--- config.mk ---
export PLATFORM = sky130hd
export DESIGN_NAME = or1k_wb_ext_arbiter
export DESIGN_NICKNAME = d
export VERILOG_FILES = /design/src/rtl/or1k_wb_ext_arbiter.sv
export SDC_FILE = /design/constraint.sdc
export NUM_CORES = 1
export LEC_CHECK = 0
export ABC_CLOCK_PERIOD_IN_PS = 7910
export BUFFER_PORTS_ARGS = -buffer_cell sky130_fd_sc_hd__clkbuf_2
export CAP_MARGIN = 15
export CORE_AREA = 2 2 392 394
export CTS_CLUSTER_DIAMETER = 50
export DETAILED_ROUTE_END_ITERATION = 8
export DIE_AREA = 0 0 394 396
export HOLD_SLACK_MARGIN = 0.12
export PLACE_DENSITY = 0.3
export SYNTH_ARGS = -nofsm -noshare
export SYNTH_HDL_FRONTEND = slang
export SYNTH_SLANG_ARGS = --single-unit
--- constraint.sdc ---
create_clock -name clk -period 7.91 [get_ports clk]
set_input_delay 0.3955 -clock clk [delete_from_list [all_inputs] [get_ports clk]]
set_output_delay 0.3955 -clock clk [all_outputs]
set_load 0.02 [all_outputs]
--- src/rtl/or1k_wb_ext_arbiter.sv ---
// Round-robin arbiter from NODES tile Wishbone masters onto one shared external bus.
// Define OR1K_WB_ARB_TIMEOUT_EN to abort accesses whose strobe stalls for TIMEOUT_CYCLES cycles.
module or1k_wb_ext_arbiter #(
    parameter int unsigned AW             = 32,
    parameter int unsigned DW             = 32,
    parameter int unsigned NODES          = 8,
    parameter int unsigned TIMEOUT_CYCLES = 256
) (
    input  logic                clk,
    input  logic                rst_n,
    input  logic [NODES*AW-1:0] wb_ext_adr_i,
    input  logic [NODES-1:0]    wb_ext_cyc_i,
    input  logic [NODES*DW-1:0] wb_ext_dat_i,
    input  logic [NODES*4-1:0]  wb_ext_sel_i,
    input  logic [NODES-1:0]    wb_ext_stb_i,
    input  logic [NODES-1:0]    wb_ext_we_i,
    input  logic [NODES-1:0]    wb_ext_cab_i,
    input  logic [NODES*3-1:0]  wb_ext_cti_i,
    input  logic [NODES*2-1:0]  wb_ext_bte_i,
    output logic [NODES-1:0]    wb_ext_ack_o,
    output logic [NODES-1:0]    wb_ext_rty_o,
    output logic [NODES-1:0]    wb_ext_err_o,
    output logic [NODES*DW-1:0] wb_ext_dat_o,
    output logic [AW-1:0]       m_adr_o,
    output logic [DW-1:0]       m_dat_o,
    output logic [3:0]          m_sel_o,
    output logic                m_cyc_o,
    output logic                m_stb_o,
    output logic                m_we_o,
    output logic                m_cab_o,
    output logic [2:0]          m_cti_o,
    output logic [1:0]          m_bte_o,
    input  logic                m_ack_i,
    input  logic                m_rty_i,
    input  logic                m_err_i,
    input  logic [DW-1:0]       m_dat_i
);

    localparam int unsigned GW = $clog2(NODES);

    typedef enum logic {StIdle, StBusy} state_e;

    state_e          state;
    logic [GW-1:0]   grant;
    logic [GW-1:0]   rr_ptr;
    logic [GW-1:0]   next_grant;
    logic [GW-1:0]   grant_inc;
    logic            any_req;
    logic            busy;
    logic            cyc_raw;
    logic            stb_raw;
    logic            timeout;

    assign busy      = (state == StBusy);
    assign any_req   = |wb_ext_cyc_i;
    assign cyc_raw   = busy & wb_ext_cyc_i[grant];
    assign stb_raw   = busy & wb_ext_stb_i[grant];
    assign grant_inc = (grant == GW'(NODES - 1)) ? '0 : grant + 1'b1;

    // Walk backwards so the lowest offset from rr_ptr is the final (winning) assignment.
    always_comb begin
        next_grant = rr_ptr;
        for (int i = NODES - 1; i >= 0; i--) begin
            if (wb_ext_cyc_i[(int'(rr_ptr) + i) % NODES]) begin
                next_grant = GW'((int'(rr_ptr) + i) % NODES);
            end
        end
    end

`ifdef OR1K_WB_ARB_TIMEOUT_EN
    localparam int unsigned CW = $clog2(TIMEOUT_CYCLES);

    logic [CW-1:0] to_cnt;
    logic          stall;

    assign stall   = cyc_raw & stb_raw & ~(m_ack_i | m_rty_i | m_err_i);
    assign timeout = stall & (to_cnt == CW'(TIMEOUT_CYCLES - 1));

    always_ff @(posedge clk or negedge rst_n) begin
        if (!rst_n) begin
            to_cnt <= '0;
        end else if (stall && !timeout) begin
            to_cnt <= to_cnt + 1'b1;
        end else begin
            to_cnt <= '0;
        end
    end
`else
    assign timeout = 1'b0;
`endif

    always_ff @(posedge clk or negedge rst_n) begin
        if (!rst_n) begin
            state  <= StIdle;
            grant  <= '0;
            rr_ptr <= '0;
        end else begin
            unique case (state)
                StIdle: begin
                    if (any_req) begin
                        grant <= next_grant;
                        state <= StBusy;
                    end
                end
                StBusy: begin
                    if (!wb_ext_cyc_i[grant] || timeout) begin
                        rr_ptr <= grant_inc;
                        state  <= StIdle;
                    end
                end
                default: state <= StIdle;
            endcase
        end
    end

    always_comb begin
        m_adr_o = '0;
        m_dat_o = '0;
        m_sel_o = '0;
        m_we_o  = 1'b0;
        m_cab_o = 1'b0;
        m_cti_o = '0;
        m_bte_o = '0;
        if (busy) begin
            m_adr_o = wb_ext_adr_i[grant*AW +: AW];
            m_dat_o = wb_ext_dat_i[grant*DW +: DW];
            m_sel_o = wb_ext_sel_i[grant*4 +: 4];
            m_we_o  = wb_ext_we_i[grant];
            m_cab_o = wb_ext_cab_i[grant];
            m_cti_o = wb_ext_cti_i[grant*3 +: 3];
            m_bte_o = wb_ext_bte_i[grant*2 +: 2];
        end
    end

    assign m_cyc_o = cyc_raw & ~timeout;
    assign m_stb_o = stb_raw & ~timeout;

    always_comb begin
        wb_ext_ack_o = '0;
        wb_ext_rty_o = '0;
        wb_ext_err_o = '0;
        for (int i = 0; i < NODES; i++) begin
            if (busy && grant == GW'(i)) begin
                wb_ext_ack_o[i] = m_ack_i;
                wb_ext_rty_o[i] = m_rty_i;
                wb_ext_err_o[i] = m_err_i | timeout;
            end
        end
    end

    assign wb_ext_dat_o = {NODES{m_dat_i}};

endmodule

==> reports/metrics.cfg <==
[status]
status=finished, final reports clean

[critical_path]
worstPathRequired_ps=8010
start_kind=register
reg2reg_depth=8
critPathKind=register to register
arrival_ps=4000
cp_max_fo=17
worstSetupEndpointType=register

[global_routing]
antenna_found_initial=41
track_usage_pct=8.782
grt_max_degree=80
grt_pass1_vias=9772
grt_pass1_wl_um=92710
gr-total-overflow=0

[floorplanning]
core_area_um2=151500
die_h_um=396
dieWidth_um=394
start_util_pct=5.568
ioPinCount=1010
die_area_um2=156000
row_count=143

[layout]
synthToLayoutAreaGrowth_pct=48.59
layout_common_cells=clkbuf_2 (721), mux4_2 (168), nand2_1 (165), a21boi_0 (76), and3_1 (18)
seqCellArea_um2=190.2
drive_gt1_share_pct=71.41
multi_input_area_um2=5953
fillers=17843
fin_cells=3323
fin_nets=1949
final_common_cell=clkbuf_2

[sta]
finalCriticalPeriod_ps=3902
relSlewSlack_pct=29.54
final.setup.tns_ps=0
fin_crit_sh_pct=49.33
hold_viol=0
rsz0062_at_grt=false
max_freq_mhz=256.3
skew_ps=4.349
slew_viol_final=0
worst_pin_slew_ps=1057
finalSetupViolCount=0

[power_and_ir_drop]
p_sw_mw=2.142
switching_share_pct=57.01
total_power_mw=3.758
p_per_area_nw_per_um2=299.7
pwr-share-clk_pct=2.3
p_leak_nw=5.275
p_seq_share_pct=6.9
ir_drop_uv=174.8
p_int_mw=1.616
power_frac_comb_pct=90.8

[clock_tree]
cts_hold_buf=1
cts.path.max_buffers=2
cts_root_buffer=clkbuf_16
cts-htree-levels=1
clock_latency_ps=230
numCtsBuffers=3
postCtsSetupBuffers=0
clkTransAtPathRegs_ps=40
cts_resized=0
cts_tree=done
cts_sinks=7

[synth]
ys_seq_area_share_pct=2.076
ys_warn_count=0
syn_inst=881
syn_area_um2=8438
syn_area_per_cell_um2=9.578
synth-edff-count=0
synthArstFlopShare_pct=100.0
synth-seq-cells=7
synthesis.nets=1542
ys_top_cells_by_area=mux4_2 (45%), buf_4 (23%), nand2_1 (7.3%)
synth-main-ff-cell=dfrtp_1
yosysTopAreaCell=mux4_2
synth_top_area_share_pct=44.84
synth_cell_type_count=50

[place]
gp_routability_congestion=0.8243
dp.cells=3312
dp_hpwl_um=64890
io_buffers=721

[route]
wl_per_cell_um=21.75
drc=0
final_antenna_net_count=0
drt_iter0_drc=453
dr.pass1.iters=4
drt-total-wl_um=72260
routed_via_density=2.727
num_vias=9063

[run]
maxCapViolations=0

[min_path]
hold_path_class=primary input to async pin

critical path: stages, from the launching register on:
cell	delay, ps
dfrtp_1	750
clkinv_1	500
ha_1	870
mux2_1	430
mux4_2	490
a21boi_1	140
o211a_1	150
o21ai_0	80
a221o_1	350
cell families after synthesis:
family          Yosys count  share of synthesized area [%]
buf+inv                 339                          27.37
simple gates            226                          11.57
mux                     190                          48.03
compound gates          108                          9.460
fa+ha+maj                 8                          1.186
flops                     7                          2.076
xor+xnor                  3                         0.3114
path summary, 6_finish.rpt:
path	slack (ps)	from	end
hold reg to reg	770	rr_ptr[0]	rr_ptr[0]
hold / removal	580	rst_n	busy
max in group asynchronous	7100	rst_n	grant[0]
setup reg to reg	4010	rr_ptr[1]	grant[1]
min in group clk	770	rr_ptr[0]	rr_ptr[0]
setup / recovery	4010	rr_ptr[1]	grant[1]
synthesized netlist by cell type (all sizes together) (4+ instances only):
| library cell | number |
|---|---|
| mux2i | 10 |
| buf | 292 |
| mux4 | 170 |
| nor2b | 8 |
| a21oi | 6 |
| a211oi | 4 |
| a21boi | 77 |
| ha | 8 |
| mux2 | 10 |
| and2 | 10 |
| inv | 6 |
| nor3 | 8 |
| dfrtp | 7 |
| o21ai | 7 |
| nand2 | 165 |
| and3 | 18 |
| nor2 | 11 |
| clkbuf | 39 |
stage by stage:
| step | utilization, % | area [µm²] | setup WS [ps] | hold WS [ps] |
|---|---|---|---|---|
| 3_3_place_gp | 8.200 | 12430 | 3784 | 266.8 |
| 3_5_place_dp | 8.205 | 12430 | 3995 | 269.6 |
| 2_1_floorplan | - | 8438 | 4936 | 99.91 |
| 6_report | 8.274 | 12540 | 4008 | 576.2 |
| 4_1_cts | 8.264 | 12520 | 3980 | 575.6 |
| 5_1_grt | 8.264 | 12520 | 3837 | 596.5 |
flip-flops by register name (all words and copies together), names as in the netlist:
signal / cells
busy: 1
grant: 3
rr_ptr: 3
final cells by class:
class	count	share of cell area (%)
Clock buffer	4	0.6287
Inverter	8	0.2794
Multi-Input combinational cell	535	47.48
Antenna cell	6	0.1197
Timing Repair Buffer	733	29.72
Tap cell	2030	20.26
Sequential cell	7	1.517
per-layer routing:
| metal | share of wire [%] | track usage, % | vias to the layer above |
|---|---|---|---|
| li1 | - | - | 3831 |
| met1 | 37 | 9.824 | 4370 |
| met2 | 50 | 15.84 | 764 |
| met3 | 12 | 3.908 | 80 |
| met4 | 0.93 | 0.5747 | 18 |
| met5 | 0.26 | 0.3387 | - |
power groups by stage:
| stage | clock network (mW) | registers [mW] | logic [mW] |
|---|---|---|---|
| 3_5_place_dp | 0 | 0.278 | 3.53 |
| 4_1_cts | 0.0890 | 0.277 | 3.54 |
| 3_3_place_gp | 0 | 0.277 | 3.56 |
| 6_report | 0.0877 | 0.259 | 3.41 |
| 2_1_floorplan | 0 | 0.0669 | 2.59 |
| 5_1_grt | 0.0913 | 0.289 | 3.72 |
Power figures use the tool's default switching activity.
